===== src/rtl/alu_pkg.sv =====
// alu_pkg: ALU op codes, RV32I opcode/funct3 constants and the decoded-instruction record
// shared by alu_issue and its decoder (build option ALU_ISSUE_JUMP_EN lives in the decoder).
package alu_pkg;
   typedef enum logic [3:0] {
      ALU_ADD  = 4'b0000,
      ALU_SLL  = 4'b0001,
      ALU_SLT  = 4'b0010,
      ALU_SLTU = 4'b0011,
      ALU_XOR  = 4'b0100,
      ALU_SRL  = 4'b0101,
      ALU_OR   = 4'b0110,
      ALU_AND  = 4'b0111,
      ALU_SUB  = 4'b1000,
      ALU_SRA  = 4'b1101
   } alu_op_e;
   localparam logic [6:0] OPC_OP     = 7'b0110011;
   localparam logic [6:0] OPC_OP_IMM = 7'b0010011;
   localparam logic [6:0] OPC_LUI    = 7'b0110111;
   localparam logic [6:0] OPC_AUIPC  = 7'b0010111;
   localparam logic [6:0] OPC_BRANCH = 7'b1100011;
   localparam logic [6:0] OPC_JAL    = 7'b1101111;
   localparam logic [6:0] OPC_JALR   = 7'b1100111;
   localparam logic [6:0] F7_BASE    = 7'b0000000;
   localparam logic [6:0] F7_ALT     = 7'b0100000;
   localparam logic [2:0] F3_BEQ     = 3'b000;
   localparam logic [2:0] F3_BNE     = 3'b001;
   localparam logic [2:0] F3_BLT     = 3'b100;
   localparam logic [2:0] F3_BGE     = 3'b101;
   localparam logic [2:0] F3_BLTU    = 3'b110;
   localparam logic [2:0] F3_BGEU    = 3'b111;
   typedef struct packed {
      logic [31:0] a;
      logic [31:0] b;
      alu_op_e     op;
      logic [4:0]  rd;
      logic        we;
      logic        is_branch;
      logic        is_jump;
      logic [2:0]  br_funct3;
      logic        illegal;
      logic [31:0] target;
   } dec_t;
   // Branch outcome from the flags of a SUB of rs1 and rs2; CF is the borrow.
   function automatic logic br_cond(input logic [2:0] f3, input logic zf, input logic cf,
                                    input logic of, input logic sf);
      return f3 == F3_BEQ  ? zf :
             f3 == F3_BNE  ? !zf :
             f3 == F3_BLT  ? (sf ^ of) :
             f3 == F3_BGE  ? !(sf ^ of) :
             f3 == F3_BLTU ? cf :
             f3 == F3_BGEU ? !cf : 1'b0;
   endfunction
endpackage


===== src/rtl/alu_issue_decode.sv =====
// alu_issue_decode: combinational RV32I decode into ALU operands, op code and branch target.
// JAL/JALR are decoded only when ALU_ISSUE_JUMP_EN is defined; otherwise they are illegal.
module alu_issue_decode
   import alu_pkg::*;
(
   input  logic [31:0] instr,
   input  logic [31:0] pc,
   input  logic [31:0] rs1_val,
   input  logic [31:0] rs2_val,
   output dec_t        dec
);
   logic [6:0]  opc;
   logic [6:0]  f7;
   logic [2:0]  f3;
   logic        shift;
   logic [31:0] imm_i;
   logic [31:0] imm_u;
   logic [31:0] imm_b;
   logic [31:0] imm_j;
   logic [31:0] tgt_base;
   logic [31:0] tgt_off;
   assign opc   = instr[6:0];
   assign f3    = instr[14:12];
   assign f7    = instr[31:25];
   assign shift = f3 == 3'b001 || f3 == 3'b101;
   assign imm_i = {{20{instr[31]}}, instr[31:20]};
   assign imm_u = {instr[31:12], 12'b0};
   assign imm_b = {{19{instr[31]}}, instr[31], instr[7], instr[30:25], instr[11:8], 1'b0};
   assign imm_j = {{11{instr[31]}}, instr[31], instr[19:12], instr[20], instr[30:21], 1'b0};
   // One shared target adder: branch pc+imm_b, JAL pc+imm_j, JALR rs1+imm_i.
   assign tgt_base = opc == OPC_JALR ? rs1_val : pc;
   assign tgt_off  = opc == OPC_JAL ? imm_j : opc == OPC_JALR ? imm_i : imm_b;
   always_comb begin
      dec           = '0;
      dec.op        = ALU_ADD;
      dec.rd        = instr[11:7];
      dec.br_funct3 = f3;
      dec.target    = (tgt_base + tgt_off) & {31'h7FFF_FFFF, opc != OPC_JALR};
      case (opc)
         OPC_OP: begin
            dec.a       = rs1_val;
            dec.b       = rs2_val;
            dec.op      = alu_op_e'({f7[5], f3});
            dec.illegal = !(f7 == F7_BASE || (f7 == F7_ALT && (f3 == 3'b000 || f3 == 3'b101)));
            dec.we      = 1'b1;
         end
         OPC_OP_IMM: begin
            dec.a       = rs1_val;
            dec.b       = shift ? {27'b0, instr[24:20]} : imm_i;
            dec.op      = (f3 == 3'b101 && f7[5]) ? ALU_SRA : alu_op_e'({1'b0, f3});
            dec.illegal = shift && f7 != F7_BASE && f7 != F7_ALT;
            dec.we      = 1'b1;
         end
         OPC_LUI: begin
            dec.b  = imm_u;
            dec.we = 1'b1;
         end
         OPC_AUIPC: begin
            dec.a  = pc;
            dec.b  = imm_u;
            dec.we = 1'b1;
         end
         OPC_BRANCH: begin
            dec.a         = rs1_val;
            dec.b         = rs2_val;
            dec.op        = ALU_SUB;
            dec.is_branch = 1'b1;
            dec.illegal   = f3 == 3'b010 || f3 == 3'b011;
         end
`ifdef ALU_ISSUE_JUMP_EN
         OPC_JAL, OPC_JALR: begin
            dec.a       = pc;
            dec.b       = 32'd4;
            dec.we      = 1'b1;
            dec.is_jump = 1'b1;
         end
`endif
         default: dec.illegal = 1'b1;
      endcase
      dec.we = dec.we && dec.rd != 5'd0 && !dec.illegal;
      if (dec.illegal) begin
         dec.op        = ALU_ADD;
         dec.is_branch = 1'b0;
         dec.is_jump   = 1'b0;
      end
   end
endmodule


===== src/rtl/alu_issue.sv =====
// alu_issue: two-stage EX front end -- S1 holds decoded operands driving the ALU, S2 captures
// result, flags-based branch outcome and target. Optional JAL/JALR via ALU_ISSUE_JUMP_EN.
module alu_issue
   import alu_pkg::*;
#(
   parameter int              XLEN         = 32,
   parameter logic [XLEN-1:0] RESET_PC_TAG = '0
) (
   input  logic            clk,
   input  logic            n_rst,
   input  logic            in_valid,
   output logic            in_ready,
   input  logic [31:0]     in_instr,
   input  logic [XLEN-1:0] in_pc,
   input  logic [XLEN-1:0] in_rs1_val,
   input  logic [XLEN-1:0] in_rs2_val,
   output logic [XLEN-1:0] alu_a,
   output logic [XLEN-1:0] alu_b,
   output logic [3:0]      alu_op,
   input  logic [XLEN-1:0] alu_out,
   input  logic            alu_zf,
   input  logic            alu_cf,
   input  logic            alu_of,
   input  logic            alu_sf,
   output logic            out_valid,
   input  logic            out_ready,
   output logic [4:0]      out_rd,
   output logic            out_we,
   output logic [XLEN-1:0] out_result,
   output logic            out_br_taken,
   output logic [XLEN-1:0] out_br_target,
   output logic            out_illegal
);
   dec_t            dec;
   dec_t            s1_q, s1_d;
   logic            s1_valid_q, s1_valid_d;
   logic            adv, take;
   logic            out_valid_q, out_valid_d;
   logic [4:0]      out_rd_q, out_rd_d;
   logic            out_we_q, out_we_d;
   logic [XLEN-1:0] out_result_q, out_result_d;
   logic            out_br_taken_q, out_br_taken_d;
   logic [XLEN-1:0] out_br_target_q, out_br_target_d;
   logic            out_illegal_q, out_illegal_d;
   alu_issue_decode u_decode (
      .instr   (in_instr),
      .pc      (in_pc),
      .rs1_val (in_rs1_val),
      .rs2_val (in_rs2_val),
      .dec     (dec)
   );
   always_comb begin
      adv             = !out_valid_q || out_ready;
      in_ready        = !s1_valid_q || adv;
      take            = s1_valid_q && adv;
      s1_valid_d      = in_ready ? in_valid : s1_valid_q;
      s1_d            = (in_valid && in_ready) ? dec : s1_q;
      out_valid_d     = adv ? s1_valid_q : out_valid_q;
      out_rd_d        = take ? s1_q.rd : out_rd_q;
      out_we_d        = take ? s1_q.we : out_we_q;
      out_result_d    = take ? alu_out : out_result_q;
      out_br_target_d = take ? s1_q.target : out_br_target_q;
      out_illegal_d   = take ? s1_q.illegal : out_illegal_q;
      out_br_taken_d  = take ? (s1_q.is_jump || (s1_q.is_branch &&
                        br_cond(s1_q.br_funct3, alu_zf, alu_cf, alu_of, alu_sf))) : out_br_taken_q;
   end
   always_ff @(posedge clk or negedge n_rst) begin
      if (!n_rst) begin
         s1_valid_q      <= 1'b0;
         s1_q            <= '0;
         out_valid_q     <= 1'b0;
         out_rd_q        <= '0;
         out_we_q        <= 1'b0;
         out_result_q    <= '0;
         out_br_taken_q  <= 1'b0;
         out_br_target_q <= RESET_PC_TAG;
         out_illegal_q   <= 1'b0;
      end else begin
         s1_valid_q      <= s1_valid_d;
         s1_q            <= s1_d;
         out_valid_q     <= out_valid_d;
         out_rd_q        <= out_rd_d;
         out_we_q        <= out_we_d;
         out_result_q    <= out_result_d;
         out_br_taken_q  <= out_br_taken_d;
         out_br_target_q <= out_br_target_d;
         out_illegal_q   <= out_illegal_d;
      end
   end
   assign alu_a         = s1_q.a;
   assign alu_b         = s1_q.b;
   assign alu_op        = s1_q.op;
   assign out_valid     = out_valid_q;
   assign out_rd        = out_rd_q;
   assign out_we        = out_we_q;
   assign out_result    = out_result_q;
   assign out_br_taken  = out_br_taken_q;
   assign out_br_target = out_br_target_q;
   assign out_illegal   = out_illegal_q;
endmodule


===== config.mk =====
export PLATFORM = sky130hd
export DESIGN_NAME = alu_issue
export DESIGN_NICKNAME = d
export VERILOG_FILES = /design/src/rtl/alu_pkg.sv /design/src/rtl/alu_issue_decode.sv /design/src/rtl/alu_issue.sv
export SDC_FILE = /design/constraint.sdc
export NUM_CORES = 1
export LEC_CHECK = 0
export CELL_PAD_IN_SITES_DETAIL_PLACEMENT = 1
export CELL_PAD_IN_SITES_GLOBAL_PLACEMENT = 1
export CORE_ASPECT_RATIO = 1.25
export CORE_MARGIN = 4
export CORE_UTILIZATION = 35
export CTS_BUF_LIST = sky130_fd_sc_hd__clkbuf_4 sky130_fd_sc_hd__clkbuf_8
export DETAILED_ROUTE_END_ITERATION = 8
export PLACE_DENSITY = 0.78
export SKIP_CTS_REPAIR_TIMING = 1
export SKIP_LAST_GASP = 1
export SLEW_MARGIN = 30
export SYNTH_ARGS = -nofsm -noshare
export SYNTH_HDL_FRONTEND = slang
export SYNTH_HIERARCHICAL = 1
export SYNTH_SLANG_ARGS = --single-unit

===== constraint.sdc =====
create_clock -name clk -period 1.34 [get_ports clk]
set_input_delay 0.268 -clock clk [delete_from_list [all_inputs] [get_ports clk]]
set_output_delay 0.268 -clock clk [all_outputs]
set_load 0.01 [all_outputs]

==> metrics, run 1 <==
status finished, violations left; failing checks negative setup slack; total core area 31880 µm²; mean area per synthesized cell between 10 and 15 µm²; FILL cells 3428; Pint ~11 mW; Die Ht roughly 210 µm; static leakage between 8 and 9 nW; largest net degree at the start of global routing a little over 40; die width 168.8 µm; Hold Crit Class in2async; worst hold slack between 200 and 250 ps; Crit Path Max Fanout 3; CTS sink count 186; sw frac 34.51%; Net Sw Power 5.919 mW; Power Total 17.15 mW; Final min period around 3400 ps; f_max 294.3 MHz; initial drt markers 641; Critical Path AT 3790 ps; Setup TNS -119300 ps; internal reg-to-reg setup slack -150 ps; grt total ovfl 0; H-Tree Depth 4; clk_skew roughly 16 ps; Syn Inst Count 1063; prevailing post-synth register cell dfrtp_1; final hold violations 0; pin slew with the least headroom to its limit 623.5 ps; Slew HR 58.36%; vias in the first global route 10.61k; Flop pwr share roughly two fifths; VDD IR-drop max 0.0006255 V; Worst path slowest cell a311oi_4; clock power share 22.5%; Final WS setup -2058 ps; Setup-failing EPs final 257; fin crit share 253.6%; Final Max Tran Viols 0; Max-Cap Viols 0; DR DRC count 0; wire per inst roughly 24 µm; Initial Util 35.48%; P&R area growth vs syn 53.26%; critical-path cell list buf_8 -> nor2b_4 -> nand3_4 -> nor3_4 -> buf_6 -> mux2_4 -> ha_4 -> fa_2 -> a21o_1 -> a311oi_4 -> buf_4 -> o311a_4 -> nor3_4 -> a21oi_2 -> buf_4 -> o41ai_4 -> xor2_1 -> mux2_4; Cell Area, Synth 11310 µm²; Synth Net Count between 1k and 1.5k; sequential-to-total area share from yosys stat around 41%; synthesized flop and latch total 186; Non-Filler Instances 1918; slowest cell delay on critical path 400 ps; pwr/cell area 989.5 nW/µm²; Warnings, synthesis 6; antenna-violating nets left 0; site row count 73; PortBufs 309; TritonRoute pass-1 iters 4; clk_lat worst skew 490 ps; share of post-route cells with drive strength above 1 36.54%; Max clock buf depth 2; routability cong. 0.8715; GRT Overall Usage 22.28%; vias after detailed routing 10.15k; clock root buffer clkbuf_8; Comb pwr share 36.3%; DP HPWL around 32000 µm; first-pass GRT wire length 61350 µm; type of the worst setup path in2reg; placed cells between 1.5k and 2k; RSZ-0062 raised after global routing yes; Final nets around 1.7k; vias per std cell between 5 and 6; CTS tree yes; CTS buffer count 17; fraction of registers with async set/reset between 90% and 100%; Worst EP required 1730 ps; clk slew on worst S/H paths 110 ps; die area 35270 µm²; EDFF count, synth 0; final wirelength ~47000 µm; Worst setup EP type flip-flop; initial antenna violation count 2; io pins 310; Setup crit start kind primary input; Yosys cell types 73
==> cells in the mapped netlist, types with 8 or more instances <==
| master | number | share of area (%) |
|---|---|---|
| nand2_1 | 242 | 8.0 |
| dfrtp_1 | 186 | 41 |
| buf_4 | 80 | 5.3 |
| mux2_4 | 80 | 11 |
| mux2_2 | 68 | 6.8 |
| a22o_1 | 43 | 3.3 |
| a21oi_1 | 38 | 1.7 |
| ha_1 | 31 | 3.4 |
| buf_2 | 25 | 1.1 |
| nor2_1 | 25 | 0.83 |
| xnor2_1 | 23 | 1.8 |
| a221o_1 | 21 | 1.9 |
| clkbuf_1 | 18 | 0.60 |
| o21ai_0 | 17 | 0.75 |
| nor2b_1 | 12 | 0.66 |
| a21o_1 | 11 | 0.73 |
| buf_12 | 9 | 1.6 |
| nand3_1 | 9 | 0.40 |
| xor2_1 | 9 | 0.70 |
| a31o_2 | 8 | 0.62 |
| and2_1 | 8 | 0.44 |
==> power by group through the flow <==
stage	clock network (mW)	registers (mW)	logic, mW
5_1_grt	4.21	7.18	6.64
3_5_place_dp	0	7.15	5.69
4_1_cts	3.96	7.05	5.72
2_1_floorplan	0	7.24	2.38
3_3_place_gp	0	7.11	5.53
6_report	3.86	7.06	6.23
==> worst max-delay path, delay by kind of cell <==
kind            cells  cell delay, ps
fa+ha+maj           2             520
compound gates      5            1100
mux                 2             590
simple gates        4             540
buf+inv             4             610
xor+xnor            1             160
==> metal layers <==
layer	vias to the layer above	GRT usage, %	part of all wire (%)
li1	4501	-	-
met1	5197	25.89	37
met4	2	7.587	3.6
met5	-	0	0.028
met2	351	40.92	54
met3	94	4.011	4.7
==> kinds of logic after synthesis <==
group | after synthesis | share of synthesized area, %
buffers and inverters | 143 | 9.171
flip-flops | 186 | 41.15
other | 1 | 0.03316
XOR/XNOR | 32 | 2.478
AND/OR/NAND/NOR | 340 | 13.44
multiplexers | 152 | 17.75
AO/OA/AOI/OAI | 177 | 12.37
adder cells (fa/ha/maj) | 32 | 3.607
==> flip-flops by register name, summed over array words and instances (netlist names) <==
register	flops
out_valid	1
alu_op	4
out_br_target	32
alu_b	32
out_br_taken	1
out_result	32
out_we	1
alu_a	32
out_illegal	1
s1_q	44
out_rd	5
s1_valid_q	1
==> stage by stage <==
stage	area, µm²	setup slack (ps)	util, %
global placement	15780	-2684	49.49
finish	17330	-2058	54.37
global route	17330	-2095	54.37
detailed placement	15780	-2814	49.49
floorplan	11590	-2210	-
CTS	16160	-2315	50.70
==> path summary, 6_finish.rpt <==
path                               endpoint          from  cells after the start
hold reg to reg            out_br_target[9]       s1_q[9]                      2
hold / removal                     alu_b[8]         n_rst                      2
min in group clk                   alu_b[5]  in_instr[25]                      4
setup reg to reg                  alu_b[31]     out_valid                      5
max in group asynchronous         out_rd[3]         n_rst                      3
setup / recovery                   s1_q[30]   in_instr[4]                     18
==> cells in the final DEF (no fill, tap or decap), types with 5 or more instances in the layout <==
master           count
a21o_1              10
a21oi_1             19
a21oi_2             15
a21oi_4              5
a221o_1             21
a22o_1              43
a31o_2               8
and2_1               7
buf_12              19
buf_4              184
buf_6               28
clkbuf_16            5
clkbuf_8            18
clkdlybuf4s50_1    289
dfrtp_1            185
dlymetal6s2s_1       9
ha_1                16
ha_4                14
inv_1                7
inv_8                5
mux2_2              55
mux2_4              93
nand2_1            234
nand2_2              5
nand2b_1             5
nand3_1              7
nand4_1              6
nor2_1              21
nor2b_1              7
nor3_4               6
o21ai_0             10
o21ai_2              6
xnor2_1             21
xor2_1               8
==> layout make-up <==
| class | count | area [µm²] | share of cell area (%) |
|---|---|---|---|
| clock buffer | 17 | 234.0 | 1.350 |
| multi-input combinational | 739 | 6460 | 37.27 |
| inverter | 8 | 37.54 | 0.2166 |
| clock inverter | 14 | 151.4 | 0.8735 |
| sequential | 186 | 4656 | 26.86 |
| antenna | 1 | 2.502 | 0.01444 |
| tap | 412 | 515.5 | 2.974 |
| timing repair buffer | 541 | 5276 | 30.44 |
(Power assumes the default switching activity.)
==> run 2: changes to the inputs <==
--- a/config.mk
+++ b/config.mk
@@ -9,14 +9,13 @@
 export CELL_PAD_IN_SITES_GLOBAL_PLACEMENT = 1
 export CORE_ASPECT_RATIO = 1.25
 export CORE_MARGIN = 4
-export CORE_UTILIZATION = 35
+export CORE_UTILIZATION = 40
 export CTS_BUF_LIST = sky130_fd_sc_hd__clkbuf_4 sky130_fd_sc_hd__clkbuf_8
 export DETAILED_ROUTE_END_ITERATION = 8
-export PLACE_DENSITY = 0.78
+export PLACE_DENSITY = 0.88
 export SKIP_CTS_REPAIR_TIMING = 1
 export SKIP_LAST_GASP = 1
 export SLEW_MARGIN = 30
 export SYNTH_ARGS = -nofsm -noshare
 export SYNTH_HDL_FRONTEND = slang
-export SYNTH_HIERARCHICAL = 1
 export SYNTH_SLANG_ARGS = --single-unit
==> constraint.sdc (replaced) <==
create_clock -name clk -period 4.35 [get_ports clk]
set_input_delay 0.87 -clock clk [delete_from_list [all_inputs] [get_ports clk]]
set_output_delay 0.87 -clock clk [all_outputs]
set_load 0.01 [all_outputs]
==> run 2 against run 1 <==
Against the previous run:
- the run now ends clean
- first-iteration DRC count fell by 0.31%
- die area fell by 21%
- cell area fell by 18%
- final cell count fell by 14%
- area after synthesis fell by 11%
- clock skew fell by 1.0 ps
- critical path type unchanged
- critical endpoint unchanged
- largest power group unchanged
==> metrics, run 2 <==
status finished clean; Synth area leader dfrtp_1; Die Ht 185.6 µm (-11%); final wirelength 36640 µm (-21%); H-Tree Depth 4 (unchanged); synthesized flop and latch total 185 (-0.54%); max FFs per register 43 (-2.3%); commonest non-fill, non-tap cells in the layout clkdlybuf4s50_1, dfrtp_1, nand2_1, buf_4, mux2_2; clk_lat worst skew 470 ps (-20 ps); Slew HR 48.60% (-9.8 points); Max clock buf depth 2 (unchanged); slowest cell delay on critical path 460 ps (+60 ps); antenna-violating nets left 0 (unchanged); TritonRoute pass-1 iters 8 (+4); Top reg by flops s1_q; static leakage 6.351 nW (-21%); Initial Util 40.90% (+5.4 points); ant diodes 0 (-1); vias per std cell 5.539 (+4.7%); grt total ovfl 0 (unchanged); GRT Overall Usage 25.99% (+3.7 points); vias after detailed routing 9122 (-10%); VDD IR-drop max 0.0002035 V (-67%); site row count 64 (-12%); Crit Path Max Fanout 5 (+2); Yosys cell types 57 (-22%); final hold violations 0 (unchanged); initial antenna violation count 0 (-2); Syn Inst Count 980 (-7.8%); Final min period 4225 ps; Final nets 1504 (-11%); initial drt markers 639 (-0.31%); pin slew with the least headroom to its limit 770.9 ps (+147.4 ps); mean area per synthesized cell 10.29 µm² (-3.2%); share of post-route cells with drive strength above 1 21.72% (-15 points); EDFF count, synth 0 (unchanged); type of the worst setup path in2reg; Cell Area, Synth 10090 µm² (-11%); io pins 310 (unchanged); critical-path cell list clkdlybuf4s50_1 -> nand2_1 -> or2_2 -> nor2_4 -> mux2_2 -> ha_1 -> fa_1 -> a21oi_2 -> o211a_1 -> o22ai_2 -> o21ai_1 -> buf_4 -> o21ai_0 -> buf_4 -> o221ai_1 -> mux2i_1 -> o22ai_1; f_max 236.7 MHz; Final Max Tran Viols 0 (unchanged); top cell type's share of synthesized area 45.89% (+4.7 points); prevailing post-synth register cell dfrtp_1; commonest non-fill, non-tap cell in the layout clkdlybuf4s50_1; CTS tree yes; P&R area growth vs syn 41.30%; clock root buffer clkbuf_8; fraction of registers with async set/reset 100.0% (unchanged); fin crit share 97.13%; Commonest cells post-synth dfrtp_1, nand2_1, mux2_2, o21ai_0, buf_4; Setup-failing EPs final 0 (-100%); most instantiated library cell after synthesis dfrtp_1; PortBufs 309 (unchanged); Hold Crit Class in2async; clk_skew 14.70 ps (-1.042 ps); clk slew on worst S/H paths 100 ps (about the same); Critical Path AT 4550 ps (+760 ps); sequential-to-total area share from yosys stat 45.89% (+4.7 points); most used cell, CP buf_4; pwr/cell area 337.3 nW/µm² (-66%); Max-Cap Viols 0 (unchanged); first-pass GRT wire length 56400 µm (-8.1%); Setup TNS 0 ps (+119300 ps); die area 27840 µm² (-21%); Power Total 4.809 mW (-72%); DP HPWL 27670 µm (-14%); Warnings, synthesis 0 (-6); die width 150.0 µm (-11%); Worst setup EP type flip-flop; Worst path slowest cell clkdlybuf4s50_1; Worst EP required 4670 ps (+2940 ps); routability cong. 0.8892 (+2.0%); CTS buffer count 17 (unchanged); synth top area cells dfrtp_1, mux2_2, buf_4, nand2_1, o21ai_0; CTS sink count 185 (-0.54%); Setup crit start kind primary input; Synth Net Count 1180 (-6.6%); vias in the first global route 9996 (-5.8%); DR DRC count 0 (unchanged); wire per inst 22.25 µm (-8.5%); RSZ-0062 raised after global routing no; FILL cells 2746 (-20%); largest net degree at the start of global routing 91 (+120%); total core area 24660 µm² (-23%)
-- run 2: changes by cell type in the layout (fill, tap and decap cells not counted), moves of 16 or more --
cell             previous run  this run
nand2_1                   234       120
mux2_4                     93         0
buf_4                     184       111
o21ai_0                    10        77
mux2_2                     55       106
a22o_1                     43         4
inv_1                       7        43
a222oi_1                    0        32
buf_6                      28         1
a221o_1                    21         0
a221oi_1                    0        20
clkdlybuf4s50_1           289       308
a21oi_1                    19        35
buf_12                     19         3
-- run 2: layout make-up --
| class | count | area (µm²) | area share [%] |
|---|---|---|---|
| well taps | 330 | 412.9 | 2.897 |
| clock buffers | 21 | 276.5 | 1.940 |
| flip-flops and latches | 185 | 4629 | 32.48 |
| inverters | 43 | 161.4 | 1.132 |
| clock inverters | 11 | 110.1 | 0.7724 |
| repair buffers | 424 | 4001 | 28.07 |
| multi-input cells | 633 | 4663 | 32.71 |
-- run 2: cells by family (layout without fill, tap and decap cells) --
group	Yosys count	in the layout	synth area share [%]
AO/OA/AOI/OAI	256	256	17.74
AND/OR/NAND/NOR	213	213	9.612
flip-flops	185	185	45.89
buffers and inverters	162	499	8.595
multiplexers	109	109	12.13
adder cells (fa/ha/maj)	32	32	4.043
XOR/XNOR	23	23	1.997
-- run 2: path summary, 6_finish.rpt --
path / startpoint / to / slack (ps) / cells past startpoint
setup / recovery: in_instr[1] / s1_q[30] / 120 / 17
hold reg to reg: s1_q[14] / s1_q[14] / 470 / 2
max in group asynchronous: n_rst / out_result[7] / 3010 / 2
setup reg to reg: s1_valid_q / alu_a[22] / 2030 / 6
min in group clk: s1_q[14] / s1_q[14] / 470 / 2
hold / removal: n_rst / alu_b[0] / 440 / 1
-- run 2: layer usage --
metal | part of all wire [%] | vias to the layer above | routed length [µm] | track usage (%)
met3 | 5.3 | 79 | 1925 | 4.359
li1 | - | 4121 | - | -
met2 | 51 | 322 | 18540 | 44.93
met5 | 0 | - | 0 | 0
met4 | 4.2 | 0 | 1523 | 11.86
met1 | 40 | 4600 | 14650 | 31.76
-- run 2: metrics by stage --
step	utilization [%]	cells	worst slack (ps)	hold WS, ps	cell area, µm²
2_1_floorplan	-	980	107.9	434.8	10090
3_3_place_gp	55.98	1613	-459.7	445.5	13810
3_5_place_dp	55.98	1613	-557.2	453.0	13810
4_1_cts	57.55	1645	-109.7	456.6	14190
5_1_grt	57.80	1647	7.519	476.0	14250
6_report	57.80	1647	124.9	436.2	14250
-- run 2: critical path: cells and delay by family --
kind / cells / cell delay (ps)
buffers and inverters: 3 / 750
and+or+nand+nor: 3 / 600
muxes: 2 / 610
adders and majority gates: 2 / 620
AOI/OAI and AO/OA: 7 / 1090
-- run 2: power breakdown --
part	total, mW	internal, mW	switching [mW]
combinational	1.52	0.833	0.689
sequential	2.11	1.97	0.140
clock	1.18	0.507	0.674
total	4.81	3.31	1.50
